`src/rtl/acc_pkg.sv`:
```
// Shared types and default sizing for the accumulator bank and its save stack.
package acc_pkg;

  localparam int ACC_DATA_W      = 8;
  localparam int ACC_NUM_ACC     = 4;
  localparam int ACC_STACK_DEPTH = 4;

  typedef enum logic [1:0] {
    ACC_SRC_ALU = 2'd0,
    ACC_SRC_MEM = 2'd1,
    ACC_SRC_IMM = 2'd2,
    ACC_SRC_CLR = 2'd3
  } acc_src_e;

endpackage

```
`src/rtl/acc_bank_if.sv`:
```
// Control-unit side bundle of the accumulator bank: write/read selects, data buses, stack ops, flags.
interface acc_bank_if
  import acc_pkg::*;
#(
  parameter int DATA_W  = ACC_DATA_W,
  parameter int NUM_ACC = ACC_NUM_ACC
);

  localparam int AW = $clog2(NUM_ACC);

  logic              wr_en;
  logic [AW-1:0]     wr_sel;
  acc_src_e          src_sel;
  logic [DATA_W-1:0] data_alu;
  logic [DATA_W-1:0] data_mem;
  logic [DATA_W-1:0] data_imm;
  logic [AW-1:0]     rd_sel;
  logic [DATA_W-1:0] rd_data;
  logic              push;
  logic              pop;
  logic              err_clr;
  logic              flag_z;
  logic              flag_n;
  logic              stack_full;
  logic              stack_empty;
  logic              stack_err;

  modport master (
    output wr_en, wr_sel, src_sel, data_alu, data_mem, data_imm,
    output rd_sel, push, pop, err_clr,
    input  rd_data, flag_z, flag_n, stack_full, stack_empty, stack_err
  );

  modport slave (
    input  wr_en, wr_sel, src_sel, data_alu, data_mem, data_imm,
    input  rd_sel, push, pop, err_clr,
    output rd_data, flag_z, flag_n, stack_full, stack_empty, stack_err
  );

endinterface

```
`src/rtl/acc_stack.sv`:
```
// LIFO save stack for accumulator context; rejects overflow, underflow and simultaneous push/pop.
module acc_stack #(
  parameter int DATA_W      = 8,
  parameter int STACK_DEPTH = 4
) (
  input  logic              clk,
  input  logic              rst,
  input  logic              push,
  input  logic              pop,
  input  logic [DATA_W-1:0] din,
  output logic [DATA_W-1:0] dout,
  output logic              full,
  output logic              empty,
  output logic              err_pulse
);

  localparam int SPW = $clog2(STACK_DEPTH + 1);
  localparam int IW  = (STACK_DEPTH > 1) ? $clog2(STACK_DEPTH) : 1;
  localparam logic [SPW-1:0] DEPTH_V = SPW'(STACK_DEPTH);

  logic [DATA_W-1:0] mem [1 << IW];
  logic [SPW-1:0]    sp;
  logic [IW-1:0]     top_idx;
  logic [IW-1:0]     wr_idx;
  logic              push_ok;
  logic              pop_ok;

  assign full      = (sp == DEPTH_V);
  assign empty     = (sp == '0);
  assign push_ok   = push & ~pop & ~full;
  assign pop_ok    = pop & ~push & ~empty;
  assign err_pulse = (push & pop) | (push & full) | (pop & empty);

  assign top_idx = IW'(sp - SPW'(1));
  assign wr_idx  = IW'(sp);
  assign dout    = mem[top_idx];

  // The pointer saturates by refusing illegal ops rather than wrapping.
  always_ff @(posedge clk or posedge rst) begin
    if (rst) begin
      sp <= '0;
    end else if (push_ok) begin
      sp <= sp + SPW'(1);
    end else if (pop_ok) begin
      sp <= sp - SPW'(1);
    end
  end

  always_ff @(posedge clk) begin
    if (push_ok) begin
      mem[wr_idx] <= din;
    end
  end

endmodule

```
`src/rtl/acc_bank.sv`:
```
// Accumulator bank: source mux, register array, zero/negative flags, save stack and sticky stack error.
module acc_bank
  import acc_pkg::*;
#(
  parameter int DATA_W      = ACC_DATA_W,
  parameter int NUM_ACC     = ACC_NUM_ACC,
  parameter int STACK_DEPTH = ACC_STACK_DEPTH
) (
  input logic       clk,
  input logic       rst,
  acc_bank_if.slave bus
);

  localparam int AW = $clog2(NUM_ACC);
  localparam logic [AW:0] NUM_ACC_V = (AW + 1)'(NUM_ACC);

  logic [DATA_W-1:0] acc [NUM_ACC];
  logic [DATA_W-1:0] src_data;
  logic [DATA_W-1:0] wr_data;
  logic [DATA_W-1:0] rd_val;
  logic [DATA_W-1:0] stk_dout;
  logic              wr_ok;
  logic              rd_ok;
  logic              pop_ok;
  logic              wr_take;
  logic              acc_we;
  logic              stk_full;
  logic              stk_empty;
  logic              stk_err;
  logic              flag_z;
  logic              flag_n;
  logic              stack_err;

  assign wr_ok  = ({1'b0, bus.wr_sel} < NUM_ACC_V);
  assign rd_ok  = ({1'b0, bus.rd_sel} < NUM_ACC_V);
  assign rd_val = rd_ok ? acc[bus.rd_sel] : '0;

  // A pop that is not paired with a push owns the write port, legal or not.
  assign pop_ok  = bus.pop & ~bus.push & ~stk_empty;
  assign wr_take = bus.wr_en & ~(bus.pop & ~bus.push);
  assign acc_we  = (pop_ok | wr_take) & wr_ok;

  always_comb begin
    src_data = '0;
    unique case (bus.src_sel)
      ACC_SRC_ALU: src_data = bus.data_alu;
      ACC_SRC_MEM: src_data = bus.data_mem;
      ACC_SRC_IMM: src_data = bus.data_imm;
      ACC_SRC_CLR: src_data = '0;
      default:     src_data = '0;
    endcase
  end

  assign wr_data = pop_ok ? stk_dout : src_data;

  // Flags track whatever value last landed in an accumulator.
  always_ff @(posedge clk or posedge rst) begin
    if (rst) begin
      for (int i = 0; i < NUM_ACC; i++) begin
        acc[i] <= '0;
      end
      flag_z <= 1'b0;
      flag_n <= 1'b0;
    end else if (acc_we) begin
      acc[bus.wr_sel] <= wr_data;
      flag_z          <= (wr_data == '0);
      flag_n          <= wr_data[DATA_W-1];
    end
  end

  always_ff @(posedge clk or posedge rst) begin
    if (rst) begin
      stack_err <= 1'b0;
    end else if (stk_err) begin
      stack_err <= 1'b1;
    end else if (bus.err_clr) begin
      stack_err <= 1'b0;
    end
  end

  acc_stack #(
    .DATA_W      (DATA_W),
    .STACK_DEPTH (STACK_DEPTH)
  ) u_stack (
    .clk       (clk),
    .rst       (rst),
    .push      (bus.push),
    .pop       (bus.pop),
    .din       (rd_val),
    .dout      (stk_dout),
    .full      (stk_full),
    .empty     (stk_empty),
    .err_pulse (stk_err)
  );

  assign bus.rd_data     = rd_val;
  assign bus.flag_z      = flag_z;
  assign bus.flag_n      = flag_n;
  assign bus.stack_full  = stk_full;
  assign bus.stack_empty = stk_empty;
  assign bus.stack_err   = stack_err;

endmodule

```
`src/flat_wrapper.sv`:
```
// flat-port wrapper written by rule: the top's interface ports become plain ports
module acc_bank_flat import acc_pkg::*;
#(
  parameter int DATA_W      = ACC_DATA_W,
  parameter int NUM_ACC     = ACC_NUM_ACC,
  parameter int STACK_DEPTH = ACC_STACK_DEPTH
)
  (clk, rst, bus_wr_en, bus_wr_sel, bus_src_sel, bus_data_alu, bus_data_mem, bus_data_imm, bus_rd_sel, bus_push, bus_pop, bus_err_clr, bus_rd_data, bus_flag_z, bus_flag_n, bus_stack_full, bus_stack_empty, bus_stack_err);
  acc_bank_if #(.DATA_W(DATA_W), .NUM_ACC(NUM_ACC)) bus_i ();
  input logic clk;
  input logic rst;
  input wire logic [$bits(bus_i.wr_en)-1:0] bus_wr_en;
  input wire logic [$bits(bus_i.wr_sel)-1:0] bus_wr_sel;
  input wire logic [$bits(bus_i.src_sel)-1:0] bus_src_sel;
  input wire logic [$bits(bus_i.data_alu)-1:0] bus_data_alu;
  input wire logic [$bits(bus_i.data_mem)-1:0] bus_data_mem;
  input wire logic [$bits(bus_i.data_imm)-1:0] bus_data_imm;
  input wire logic [$bits(bus_i.rd_sel)-1:0] bus_rd_sel;
  input wire logic [$bits(bus_i.push)-1:0] bus_push;
  input wire logic [$bits(bus_i.pop)-1:0] bus_pop;
  input wire logic [$bits(bus_i.err_clr)-1:0] bus_err_clr;
  output wire logic [$bits(bus_i.rd_data)-1:0] bus_rd_data;
  output wire logic [$bits(bus_i.flag_z)-1:0] bus_flag_z;
  output wire logic [$bits(bus_i.flag_n)-1:0] bus_flag_n;
  output wire logic [$bits(bus_i.stack_full)-1:0] bus_stack_full;
  output wire logic [$bits(bus_i.stack_empty)-1:0] bus_stack_empty;
  output wire logic [$bits(bus_i.stack_err)-1:0] bus_stack_err;
  assign bus_i.wr_en = bus_wr_en;
  assign bus_i.wr_sel = bus_wr_sel;
  assign bus_i.src_sel = bus_src_sel;
  assign bus_i.data_alu = bus_data_alu;
  assign bus_i.data_mem = bus_data_mem;
  assign bus_i.data_imm = bus_data_imm;
  assign bus_i.rd_sel = bus_rd_sel;
  assign bus_i.push = bus_push;
  assign bus_i.pop = bus_pop;
  assign bus_i.err_clr = bus_err_clr;
  assign bus_rd_data = bus_i.rd_data;
  assign bus_flag_z = bus_i.flag_z;
  assign bus_flag_n = bus_i.flag_n;
  assign bus_stack_full = bus_i.stack_full;
  assign bus_stack_empty = bus_i.stack_empty;
  assign bus_stack_err = bus_i.stack_err;
  acc_bank #(.DATA_W(DATA_W), .NUM_ACC(NUM_ACC), .STACK_DEPTH(STACK_DEPTH)) u_core (.clk(clk), .rst(rst), .bus(bus_i));
endmodule
```
`config.mk`:
```
export PLATFORM = sky130hd
export DESIGN_NAME = acc_bank_flat
export DESIGN_NICKNAME = d
export VERILOG_FILES = /design/src/rtl/acc_pkg.sv /design/src/rtl/acc_bank_if.sv /design/src/rtl/acc_stack.sv /design/src/rtl/acc_bank.sv /design/src/flat_wrapper.sv
export SDC_FILE = /design/constraint.sdc
export NUM_CORES = 1
export LEC_CHECK = 0
export ABC_CLOCK_PERIOD_IN_PS = 2400
export BUFFER_PORTS_ARGS = -buffer_cell sky130_fd_sc_hd__buf_2
export CAP_MARGIN = 20
export CORE_ASPECT_RATIO = 2
export CORE_MARGIN = 2
export CORE_UTILIZATION = 39
export DETAILED_ROUTE_END_ITERATION = 10
export PLACE_DENSITY = 0.69
export SETUP_SLACK_MARGIN = 0.15
export SLEW_MARGIN = 20
export SYNTH_ARGS = -nofsm -noshare
export SYNTH_HDL_FRONTEND = slang
export SYNTH_SLANG_ARGS = --single-unit
```
`constraint.sdc`:
```
create_clock -name clk -period 2.4 [get_ports clk]
set_input_delay 0.48 -clock clk [delete_from_list [all_inputs] [get_ports clk]]
set_output_delay 0.48 -clock clk [all_outputs]
set_load 0.05 [all_outputs]
```
==> flow_summary.ini <==
[status]
status = complete, no violations

[cts]
cts_root_buf = clkbuf_16
maximum_root_to_sink_buffer_count = 2
clock-sinks = 70
cts_hold_repair.buffers = 0
number_of_h_tree_levels = 3
clk_pin_slew_ps = 50
tritoncts = built
clk_latency_ps = 330
cts-buffers-inserted = 9

[detailed_routing]
dr_total_vias = 2280
drc_errors = 0
final_antenna_net_count = 0
firstDrtPassIters = 4
drtIter0Drc = 96
routed_wirelength_mm = 6.95
drt-wirelength-per-cell_um = 16.4
avgViaCountPerCell = 5.38

[setup_path]
timing.critical_path.mode_cell = buf_2
critPathTopFamily = multiplexers
timing_worst_setup_path_type = input port to output port
timing.critical_path.to_type = output port
critPathMaxStageDelay_ps = 610
crit_arrival_ps = 1620
cp_startpoint_kind = input port
cp_max_fo = 8
slowest_stage = mux4_2
crit_chain = buf_2 > mux4_2 > buf_2
required_time_of_the_critical_path_ps = 1920
path_buf_inv = 2

[yosys]
synth_area_mm2 = 0.00337
syn_inst = 271
avgSynthCellArea_um2 = 12.4
yosys_warnings = 0
synth.top_cells.by_area = edfxtp_1 (29%), dfrtp_1 (28%), mux4_2 (11%)
synth_seq_cells = 70
postSynthNetCount = 312
synth-edff-count = 32
synth.lib_cells_used.distinct = 37
most_instantiated_flip_flop_cell_in_the_synthesis_netlist = dfrtp_1
synth_top_cell_area_share_pct = 28.5
netlist.top_cell.by_area = edfxtp_1
ys_seq_area_share_pct = 56.7
asyncSetResetFlopFracSynth_pct = 54.3

[floorplan]
fp.coreArea_mm2 = 0.00853
die_height_um = 135
initial_core_util_pct = 39.5
floorplan.rows = 48
die_width_um = 69.7
die_area_mm2 = 0.00944
io_pins = 49

[final_layout]
area_of_the_multi_input_gates_mm2 = 0.00135
layout.cells.most_common = buf_2
drive_above_1_share_pct = 29.3
final_net_count = 360
layout_area_growth_over_synthesis_pct = 20.4
final_design_area_no_fill_mm2 = 0.00406
most-common-layout-cells = buf_2 (48), dfrtp_1 (38), nand2_1 (36), edfxtp_1 (32), o21ai_1 (20)
insertedDiodeCount = 0
fin_util_pct = 47.6
fillCellCount = 753
final-seq-area_mm2 = 0.00191

[power_and_ir_drop]
totalPowerFinal_mw = 5.02
power.switching_fraction_pct = 33.3
net-switching-power_mw = 1.67
power_internal_mw = 3.35
p_clk_share_pct = 29.0
power_density_mw_per_mm2 = 1240
share_seq_of_total_power_pct = 36.1
total_leakage_power_nw = 1.72
vdd_ir_drop_max_v = 0.000444
power_frac_comb_pct = 34.9

[sta]
tightestPinTransition_ps = 561
max-slew-margin-rel_pct = 62.6
hold_violations = 0
grt_setup_unrepaired = no
setup_viol = 0
min_period_ps = 2100
achievable-frequency_mhz = 475
period_share_pct = 87.6
setup_total_negative_slack_ps = 0
final.setup_skew_ps = 6.63
timing_max_transition_violations_final = 0

[global_route]
grt_pass1_vias = 2328
grt_max_degree = 39
grt_usage_pct = 15.7
number_of_antenna_violations_at_the_first_check_in_global_routing = 0
grt_pass1_wl_mm = 11.2
global_route.overflow_total = 0

[placement]
place.detailed.hpwl_mm = 5.42
dpl-instance-area_mm2 = 0.00370
place.port_buffers = 48
final_weighted_congestion_in_routability_driven_placement = 0.778

[hold_path]
hp-class = input port to async pin

[flow_run]
maxCapViolations = 0
-- power groups by stage --
stage	sequential [mW]	combinational, mW	clock [mW]
CTS	1.81	1.76	1.48
detailed placement	1.83	1.75	0
finish	1.81	1.75	1.46
global route	1.85	1.92	1.54
global placement	1.80	1.71	0
floorplan	1.84	1.32	0
-- cell type report --
| type | instances | share of cell area, % |
|---|---|---|
| Tap cell | 100 | 3.08 |
| Inverter | 5 | 0.463 |
| Clock buffer | 11 | 5.74 |
| Multi-Input combinational cell | 178 | 33.3 |
| Sequential cell | 70 | 47.1 |
| Timing Repair Buffer | 55 | 7.83 |
| Clock inverter | 5 | 2.44 |
-- tightest hold or removal path: cells and delay by family --
family	cells	cell delay, ps
buf+inv	3	550
-- metal layers --
metal  share of wire, %  up-vias  track usage, %
met4                2.7        0            9.29
met2                 59       64            30.7
met1                 34     1101            14.9
met5                  0        -               0
met3                4.4       14            2.68
li1                   -     1101               -
-- cell families (layout without fill, tap and decap cells) --
logic type,Yosys count,after routing,synth area share [%]
adders and majority gates,5,5,1.86
DFF,70,70,56.7
and+or+nand+nor,75,75,10.3
muxes,30,30,15.0
AOI/OAI and AO/OA,66,66,11.8
xor gates and xnor gates,2,2,0.520
buffers and inverters,23,76,3.75
-- registers in the layout, indices dropped and copies added, names as in the netlist --
| register | cells |
|---|---|
| u_core.acc | 32 |
| u_core.bus.flag_n | 1 |
| u_core.bus.flag_z | 1 |
| u_core.bus.stack_err | 1 |
| u_core.u_stack.mem | 32 |
| u_core.u_stack.sp | 3 |
-- metrics by stage --
stage | hold slack [ps] | instances | worst slack, ps
finish | 260 | 424 | 297
CTS | 274 | 423 | 281
global placement | 459 | 407 | 315
global route | 310 | 424 | 169
detailed placement | 470 | 407 | 293
floorplan | 445 | 271 | 151
-- synth_stat cells (2+ instances only) --
library cell,number
dfrtp_1,38
a211o_1,2
ha_1,5
mux4_2,16
nand2_1,36
clkbuf_1,4
or3b_1,2
buf_2,8
inv_1,5
buf_6,3
nor3_1,11
mux2i_1,13
and2_1,5
edfxtp_1,32
o21ai_1,20
buf_4,2
a21oi_1,9
o21ai_0,16
xnor2_1,2
nor2_1,14
o2bb2ai_1,5
a211oi_1,8
-- worst paths after layout --
kind / from / end / slack (ps) / depth (start not counted)
max: bus_rd_sel[0] / bus_rd_data[1] / 300 / 3
min: rst / u_core.acc[10] / 260 / 3
max reg2reg: u_core.u_stack.sp[1] / u_core.bus.flag_z / 310 / 8
min reg2reg: u_core.acc[23] / u_core.acc[23] / 480 / 2
max in group asynchronous: rst / u_core.acc[19] / 1770 / 3
min in group clk: bus_pop / u_core.bus.stack_err / 460 / 3
-- timing repair --
item,in CTS,in global routing
resized for setup,0,1
endpoints found under the setup margin,0,2
hold endpoints to repair,0,0
buffers inserted,0,1
No activity file was read; power rests on OpenSTA's default activity.
